## src/rtl/muldiv_pkg.sv

```systemverilog
// Shared definitions for the HI/LO multiply/divide unit: function codes
// decoded by the execute stage and the FSM state encoding.
package muldiv_pkg;

  localparam logic [5:0] FUNCT_MFHI  = 6'b010000;
  localparam logic [5:0] FUNCT_MTHI  = 6'b010001;
  localparam logic [5:0] FUNCT_MFLO  = 6'b010010;
  localparam logic [5:0] FUNCT_MTLO  = 6'b010011;
  localparam logic [5:0] FUNCT_MULT  = 6'b011000;
  localparam logic [5:0] FUNCT_MULTU = 6'b011001;
  localparam logic [5:0] FUNCT_DIV   = 6'b011010;
  localparam logic [5:0] FUNCT_DIVU  = 6'b011011;

  // Value of the iteration counter during the final quotient-bit cycle
  localparam logic [4:0] DIV_LAST_COUNT = 5'd31;

  typedef enum logic [1:0] {
    ST_IDLE = 2'd0,
    ST_MUL  = 2'd1,
    ST_DIV  = 2'd2,
    ST_FIX  = 2'd3
  } muldiv_state_t;

  // True for every function code owned by the HI/LO unit
  function automatic logic is_muldiv_funct(input logic [5:0] funct);
    case (funct)
      FUNCT_MFHI, FUNCT_MTHI, FUNCT_MFLO, FUNCT_MTLO,
      FUNCT_MULT, FUNCT_MULTU, FUNCT_DIV, FUNCT_DIVU: return 1'b1;
      default:                                        return 1'b0;
    endcase
  endfunction

endpackage

```

## src/rtl/div_iter.sv

```systemverilog
// Iterative restoring divider on unsigned magnitudes: one quotient bit per
// step, quotient shifts in where the dividend shifts out.
module div_iter
  import muldiv_pkg::*;
(
  input  logic        clk,
  input  logic        reset,
  input  logic        load,
  input  logic        step,
  input  logic [31:0] dividend,
  input  logic [31:0] divisor,
  output logic [31:0] quotient,
  output logic [31:0] remainder,
  output logic        last
);

  logic [31:0] rem_q;
  logic [31:0] quo_q;
  logic [31:0] dsr_q;
  logic [4:0]  count;
  logic [32:0] rem_shift;
  logic [32:0] diff;

  // Trial subtraction; bit 32 of diff is the borrow that rejects the step
  always_comb begin
    rem_shift = {rem_q, quo_q[31]};
    diff      = rem_shift - {1'b0, dsr_q};
  end

  // Load operands on accept, then shift/subtract once per step
  always_ff @(posedge clk or posedge reset) begin
    if (reset) begin
      rem_q <= '0;
      quo_q <= '0;
      dsr_q <= '0;
      count <= '0;
    end else if (load) begin
      rem_q <= '0;
      quo_q <= dividend;
      dsr_q <= divisor;
      count <= '0;
    end else if (step) begin
      if (!diff[32]) begin
        rem_q <= diff[31:0];
        quo_q <= {quo_q[30:0], 1'b1};
      end else begin
        rem_q <= rem_shift[31:0];
        quo_q <= {quo_q[30:0], 1'b0};
      end
      count <= count + 5'd1;
    end
  end

  assign quotient  = quo_q;
  assign remainder = rem_q;
  assign last      = step && (count == DIV_LAST_COUNT);

endmodule

```

## src/rtl/hilo_muldiv_unit.sv

```systemverilog
// HI/LO multiply/divide unit: single-cycle-busy multiplier, 32-step
// restoring divider with a sign-fix cycle, and MTHI/MTLO/MFHI/MFLO access.
module hilo_muldiv_unit
  import muldiv_pkg::*;
(
  input  logic        clk,
  input  logic        reset,
  input  logic        start,
  input  logic [5:0]  funct_execute,
  input  logic [31:0] src_a,
  input  logic [31:0] src_b,
  input  logic        flush,
  output logic [31:0] hilo,
  output logic        busy,
  output logic        stall
);

  muldiv_state_t state, state_next;

  logic [31:0] hi, lo;
  logic [31:0] op_a, op_b;
  logic        op_signed;
  logic        accept, is_mult, is_div, signed_op;
  logic [31:0] mag_a, mag_b;
  logic        div_load, div_step, div_last;
  logic [31:0] div_quotient, div_remainder;
  logic [63:0] product;
  logic [31:0] fix_hi, fix_lo;

  // Decode the incoming op and form divider magnitudes straight from the bus
  always_comb begin
    accept    = start && (state == ST_IDLE) && !flush;
    is_mult   = (funct_execute == FUNCT_MULT) || (funct_execute == FUNCT_MULTU);
    is_div    = (funct_execute == FUNCT_DIV)  || (funct_execute == FUNCT_DIVU);
    signed_op = (funct_execute == FUNCT_MULT) || (funct_execute == FUNCT_DIV);
    mag_a     = (signed_op && src_a[31]) ? -src_a : src_a;
    mag_b     = (signed_op && src_b[31]) ? -src_b : src_b;
    div_load  = accept && is_div;
    div_step  = (state == ST_DIV);
  end

  div_iter u_div_iter (
    .clk       (clk),
    .reset     (reset),
    .load      (div_load),
    .step      (div_step),
    .dividend  (mag_a),
    .divisor   (mag_b),
    .quotient  (div_quotient),
    .remainder (div_remainder),
    .last      (div_last)
  );

  // Latch operands on accept so later bus changes cannot disturb the op
  always_ff @(posedge clk or posedge reset) begin
    if (reset) begin
      op_a      <= '0;
      op_b      <= '0;
      op_signed <= 1'b0;
    end else if (accept && (is_mult || is_div)) begin
      op_a      <= src_a;
      op_b      <= src_b;
      op_signed <= signed_op;
    end
  end

  // Sign-extended 64x64 product truncated to 64 bits covers both signednesses;
  // the fix-up restores signs and handles divide by zero
  always_comb begin
    product = {{32{op_signed && op_a[31]}}, op_a} * {{32{op_signed && op_b[31]}}, op_b};
    fix_lo  = (op_signed && (op_a[31] ^ op_b[31])) ? -div_quotient : div_quotient;
    fix_hi  = (op_signed && op_a[31]) ? -div_remainder : div_remainder;
    if (op_b == 32'd0) begin
      fix_lo = 32'hFFFF_FFFF;
      fix_hi = op_a;
    end
  end

  // State register
  always_ff @(posedge clk or posedge reset) begin
    if (reset) state <= ST_IDLE;
    else       state <= state_next;
  end

  // Next-state logic plus busy/stall/read-port outputs; flush overrides all
  always_comb begin
    state_next = state;
    busy       = (state != ST_IDLE);
    stall      = start && busy && is_muldiv_funct(funct_execute);
    hilo       = '0;
    case (state)
      ST_IDLE: begin
        if (accept && is_mult)     state_next = ST_MUL;
        else if (accept && is_div) state_next = ST_DIV;
      end
      ST_MUL:  state_next = ST_IDLE;
      ST_DIV:  if (div_last) state_next = ST_FIX;
      ST_FIX:  state_next = ST_IDLE;
      default: state_next = ST_IDLE;
    endcase
    if (flush) state_next = ST_IDLE;
    if (funct_execute == FUNCT_MFHI)      hilo = hi;
    else if (funct_execute == FUNCT_MFLO) hilo = lo;
  end

  // HI/LO architectural registers; a flush suppresses every write that cycle
  always_ff @(posedge clk or posedge reset) begin
    if (reset) begin
      hi <= '0;
      lo <= '0;
    end else if (!flush) begin
      if (accept && (funct_execute == FUNCT_MTHI)) hi <= src_a;
      if (accept && (funct_execute == FUNCT_MTLO)) lo <= src_a;
      if (state == ST_MUL) begin
        hi <= product[63:32];
        lo <= product[31:0];
      end
      if (state == ST_FIX) begin
        hi <= fix_hi;
        lo <= fix_lo;
      end
    end
  end

endmodule
```

## config.mk

```make
export PLATFORM = sky130hd
export DESIGN_NAME = hilo_muldiv_unit
export DESIGN_NICKNAME = d
export VERILOG_FILES = /design/src/rtl/muldiv_pkg.sv /design/src/rtl/div_iter.sv /design/src/rtl/hilo_muldiv_unit.sv
export SDC_FILE = /design/constraint.sdc
export NUM_CORES = 2
export LEC_CHECK = 0
export CORE_ASPECT_RATIO = 0.9
export CORE_MARGIN = 2
export CORE_UTILIZATION = 55
export DETAILED_ROUTE_END_ITERATION = 16
export HOLD_SLACK_MARGIN = 0.06
export PLACE_DENSITY = 0.72
export SLEW_MARGIN = 15
export SYNTH_ARGS = -nofsm -noshare
export SYNTH_HDL_FRONTEND = slang
export SYNTH_SLANG_ARGS = --single-unit
```

## constraint.sdc

```tcl
create_clock -name clk -period 15.6 [get_ports clk]
set_input_delay 4.68 -clock clk [delete_from_list [all_inputs] [get_ports clk]]
set_output_delay 4.68 -clock clk [all_outputs]
set_load 0.01 [all_outputs]
```

* Word level (Yosys, flattened, before mapping) *
Memory sizes are Yosys's and may differ from the RTL's.
Cells that the tools add are included.

storage, ports and cells
  memory bits (read-only) = 32
  register bits after elaboration = 232
  input bits = 74
  word-level logic and storage cells = 92
  output and inout bits = 34
  memories kept = 1

operators by class
  muxes and demuxes = 28
  equal/unequal tests = 14
  multipliers = 1
  add/sub/neg operators = 6
  reduce and logical (&&, ||, !) cells = 30
  bitwise operators = 2

memory list
  memory            depth  bits a word  rd ports  clocked after Yosys merged registers in  wr ports  RTL line          text
  (name not given)  32     1            1         0                                        0         muldiv_pkg.sv:26  case (funct)

operators with widths
  kind                   number
  $mux W32               19
  $neg A32 Y32           4
  $mul A33 B33 Y64       1
  $eq A6 B5 Y1 const B   8
  $sub A33 B32 Y33       1
  $logic_not A32 Y1      1
  $logic_and A1 B1 Y1    15
  $mux W5                2
  $mux W2                4
  $pmux W2 S3            1
  $reduce_and A2 Y1      3
  $reduce_bool A3 Y1     2
  $add A5 B1 Y5 const B  1
  $eq A5 B5 Y1 const B   1
  $eq A2 B2 Y1 const B   2
  $logic_or A1 B1 Y1     4
  $ne A4 B3 Y1 const B   1
  $reduce_bool A2 Y1     2
  $ne A3 B3 Y1 const B   1
  $eq A2 B1 Y1 const B   1
  $logic_not A2 Y1       1
  $mux W1                2
  $reduce_or A2 Y1       1
  $logic_not A1 Y1       1
  2 further kinds        2

* Depth between registers and ports, before layout *
  word-level depth = 8
  mapped depth = 32
  depth with buffers taken out = 29

* By module *
A second synthesis with hierarchy kept.

unflattened totals
  cell total of the unflattened synthesis = 6051
  area, all modules = 53615.2 µm²

by module, submodules not included
  module            area an instance (µm²)  cells an instance  instances  seq. area each (µm²)
  hilo_muldiv_unit  47319.1                 5340               1          3278.1
  div_iter          6296.0                  711                1          2527.4

* Worst setup path after synthesis *
No wires, ideal clock.

  path kind = input -> output
  from = input funct_execute[1]
  to = output hilo[0]
  path slack = 5.199 ns
  buffers on the path = 2
  stages on the path = 4
  arrival time = 5.721 ns
  cells stage by stage = clkbuf_1 > clkbuf_1 > mux2i_1 > nor2_1

between the ends
  word-level cells in the longest chain between the ends = 3
  elaborated cells between the ends (all ways) = 4
  classes of those cells = eq/ne (2); mux (2)

RTL lines
  what          RTL line                 text
  from (decl)   hilo_muldiv_unit.sv:9    input logic [5:0] funct_execute,
  $eq A6 B5 Y1  hilo_muldiv_unit.sv:103  else if (funct_execute == FUNCT_MFLO) hilo = lo;
  $mux W32      hilo_muldiv_unit.sv:103
  $mux W32 (*)  hilo_muldiv_unit.sv:102  if (funct_execute == FUNCT_MFHI) hilo = hi;
  to (decl)     hilo_muldiv_unit.sv:13   output logic [31:0] hilo,

Mark *: on every way between the ends. The rest lies on a longest branch, timed or not.

* Worst setup path after layout *
  from = input funct_execute[5]
  to = output hilo[15]

Same word-level chain as after synthesis.

==> PnR_summary.wiki <==
{| class="wikitable"
! Metric !! Value
|-
| Outcome || finished, final reports clean
|-
| Synthesized-area fraction occupied by adder cells || 0.484
|-
| Vias in the first global route || 44200
|-
| Post-synthesis cell type count || 71
|-
| Hold buffer count at CTS || 0
|-
| Share of the synthesized area in the top cell type || 0.425
|-
| Post-synth net total || 7526
|-
| Area share of xor/xnor cells in the synthesized design || 0.0362
|-
| Worst Setup Path Type || input port to output port
|-
| Proportion of layout cells with a drive suffix above 1 || 0.0309
|-
| Area occupied by multi-input gates || 41300 um^2
|-
| Residual DRC || 0
|-
| Mapped Area || 53000 um^2
|-
| Remaining number of nets flagged by the antenna check after routing || 0
|-
| Per-instance average area after synthesis || 8.73 um^2
|-
| Overall routed net length || 155000 um
|-
| Routed metal-1 wirelength || 60900 um
|-
| Cell types occupying the most area after synthesis || sky130_fd_sc_hd__fa_1, sky130_fd_sc_hd__dfrtp_1, sky130_fd_sc_hd__inv_1
|-
| #FFs+latches synth || 232
|-
| RSZ-0062 raised after global routing || no
|-
| Area of the placeable core || 95900 um^2
|-
| Post-DP HPWL || 121000 um
|-
| Initial Util || 0.553
|-
| Max Transition Viols Final || 0
|-
| Most frequent cells after synthesis || sky130_fd_sc_hd__inv_1, sky130_fd_sc_hd__fa_1, sky130_fd_sc_hd__nand2_1
|-
| DIE WIDTH || 331 um
|-
| FF+latch area || 5820 um^2
|-
| Hold violation count in the final report || 0
|-
| Mux contribution to synthesized area || 0.0115
|-
| Number of flops mapped to enable cells by yosys || 0
|-
| Critical path endpoint category || output port
|-
| Bufs on Longest Clock Path || 3
|-
| Post-detailed-route wirelength per cell || 21.6 um
|-
| Final worst-path cycle share || 0.738
|-
| CTS tree || yes
|-
| CTS HTree Levels || 1
|-
| Post-synth top area cell || sky130_fd_sc_hd__fa_1
|-
| Wire length of the first global-routing pass || 250000 um
|-
| Most frequently used flop master after synthesis || sky130_fd_sc_hd__dfrtp_1
|-
| Library cell with the highest instance count after synthesis || sky130_fd_sc_hd__inv_1
|-
| Vertical extent of the die || 299 um
|-
| Filler instances || 8550
|-
| Worst slack at placement || 4.10 ns
|-
| Number of violations of the max-capacitance limit || 0
|-
| Worst Clk Skew || 0.0113 ns
|-
| Count of input and output buffers || 107
|-
| WL met2 || 73100 um
|-
| Area growth from synthesis to layout || 5.39%
|-
| Final setup violating endpoints || 0
|-
| Relative slew slack || 0.271
|-
| Length of the first detailed-routing pass in iterations || 6
|-
| Fmax achieved || 86.8 MHz
|-
| Total negative slack || 0 ns
|-
| Combinational family with the most area after synthesis || adder cells
|-
| Post-Synthesis Cells || 6075
|-
| First-iteration detailed-routing DRC count || 3611
|-
| Rows || 108
|-
| Ys async rst share || 1.00
|-
| Routed length on met3 || 13100 um
|-
| Required time of the critical path || 10.92 ns
|-
| Die outline area || 98900 um^2
|-
| Worst Path Max Fanout || 32
|-
| Antenna violations before repair || 6
|-
| Num ports || 108
|-
| Slew at the pin with the worst max-slew slack || 1.09 ns
|-
| Post-CTS Resized || 0
|-
| Final core utilization || 0.583
|-
| Total routing resource utilization after global routing || 0.324
|-
| Clk slew on worst S/H paths || 0.06 ns
|-
| Clock tree root buffer cell || sky130_fd_sc_hd__clkbuf_16
|-
| Synthesized-area fraction occupied by and/or/nand/nor cells || 0.161
|-
| Pin count of the biggest net entering global routing || 101
|-
| Num CTS Buffers || 26
|-
| Via-per-instance ratio || 5.81
|-
| Compound-cell area share of the yosys netlist || 0.0847
|-
| Setup repair bufs after CTS || 0
|-
| Min Tclk post-route || 11.52 ns
|-
| Data arrival, critical path || 6.84 ns
|-
| Post-synthesis sequential area ratio || 0.109
|-
| Total overflow reported by the global router || 0
|-
| DR top layer || met5
|-
| Critical Path Start Type || input port
|-
| Final layout net count || 7357
|-
| Minimum setup slack in the final design || 4.08 ns
|-
| Overall via count from detail_route || 41800
|-
| Synth Warn # || 0
|-
| Total number of clock tree sinks || 232
|-
| Clock latency at the later pin of the worst-skew pair || 0.56 ns
|-
| Final weighted congestion in routability-driven placement || 0.959
|-
| Worst hold path class || flip-flop to flip-flop
|}
-- cells by family after synthesis --
| family | Yosys count |
|---|---|
| adder cells (fa/ha/maj) | 1377 |
| AND/OR/NAND/NOR | 1881 |
| buffers and inverters | 1590 |
| AO/OA/AOI/OAI | 715 |
| flip-flops | 232 |
| XOR/XNOR | 219 |
| multiplexers | 61 |
-- registers in the layout, indices dropped and copies added (netlist names) --
register / count
u_div_iter.dsr_q: 32
state: 2
hi: 32
op_a: 32
lo: 32
u_div_iter.quotient: 32
u_div_iter.count: 5
op_b: 32
op_signed: 1
u_div_iter.remainder: 32
-- metal layers --
metal,global-route usage,vias to the layer above
li1,-,18100
met1,0.429,21300
met2,0.531,1958
met3,0.0502,437
met4,0.146,4
met5,0,-
-- critical path: stages --
cell,delay (ns)
sky130_fd_sc_hd__clkdlybuf4s50_1,0.41
sky130_fd_sc_hd__nor2_1,0.13
sky130_fd_sc_hd__nand2_1,0.08
sky130_fd_sc_hd__or3_1,0.70
sky130_fd_sc_hd__nor2_1,0.26
sky130_fd_sc_hd__clkdlybuf4s50_1,0.56
-- final timing paths --
path                                        from                  end  slack (ns)  depth (start not counted)
worst max-delay path            funct_execute[5]             hilo[15]        4.08                          6
worst min-delay path                    op_b[25]             op_b[25]        0.48                          2
worst max register to register         op_signed               hi[24]        5.67                         29
worst min register to register          op_b[25]             op_b[25]        0.48                          2
max in group asynchronous                  reset              op_a[8]        8.53                          4
min in group asynchronous                  reset  u_div_iter.count[2]        4.62                          2
-- layout by cell type (no fill, tap or decap), types with 14 or more instances in the layout --
cell	n
sky130_fd_sc_hd__and3_1	36
sky130_fd_sc_hd__o211ai_1	30
sky130_fd_sc_hd__o31ai_1	29
sky130_fd_sc_hd__o21bai_1	23
sky130_fd_sc_hd__dfrtp_1	222
sky130_fd_sc_hd__nor2_1	189
sky130_fd_sc_hd__buf_4	88
sky130_fd_sc_hd__or2_2	15
sky130_fd_sc_hd__mux2i_1	61
sky130_fd_sc_hd__ha_1	251
sky130_fd_sc_hd__a31oi_1	36
sky130_fd_sc_hd__a22oi_1	33
sky130_fd_sc_hd__xnor2_1	145
sky130_fd_sc_hd__or3_1	16
sky130_fd_sc_hd__and2_1	359
sky130_fd_sc_hd__o21a_1	14
sky130_fd_sc_hd__a21oi_1	156
sky130_fd_sc_hd__fa_1	1126
sky130_fd_sc_hd__nor4_1	22
sky130_fd_sc_hd__a221oi_1	14
sky130_fd_sc_hd__nand4_1	21
sky130_fd_sc_hd__nand3_1	56
sky130_fd_sc_hd__nor3_1	28
sky130_fd_sc_hd__o21ai_0	232
sky130_fd_sc_hd__nand2_1	1079
sky130_fd_sc_hd__clkdlybuf4s50_1	106
sky130_fd_sc_hd__xor2_1	73
sky130_fd_sc_hd__clkbuf_16	27
sky130_fd_sc_hd__inv_1	1196
sky130_fd_sc_hd__a21o_1	38
sky130_fd_sc_hd__o221ai_1	30
sky130_fd_sc_hd__nor2b_1	15
-- final cells by class --
type / count / area share
Timing Repair Buffer: 195 / 0.0309
Tap cell: 1265 / 0.0283
Antenna cell: 5 / 0.000224
Clock inverter: 9 / 0.00269
Inverter: 1198 / 0.0806
Sequential cell: 232 / 0.104
Clock buffer: 39 / 0.0145
Multi-Input combinational cell: 4253 / 0.739
-- metrics by stage --
stage               hold slack (ns)  instance area [um^2]  cells
global placement              0.460                 54900   7143
floorplan                     0.438                 53000   6075
detailed placement            0.465                 54900   7143
finish                        0.478                 55900   7196
CTS                           0.480                 55900   7191
global route                  0.499                 55900   7191
Power is not shown: default switching activity piles up to over one toggle a cycle in this logic, so the estimate is an artifact.
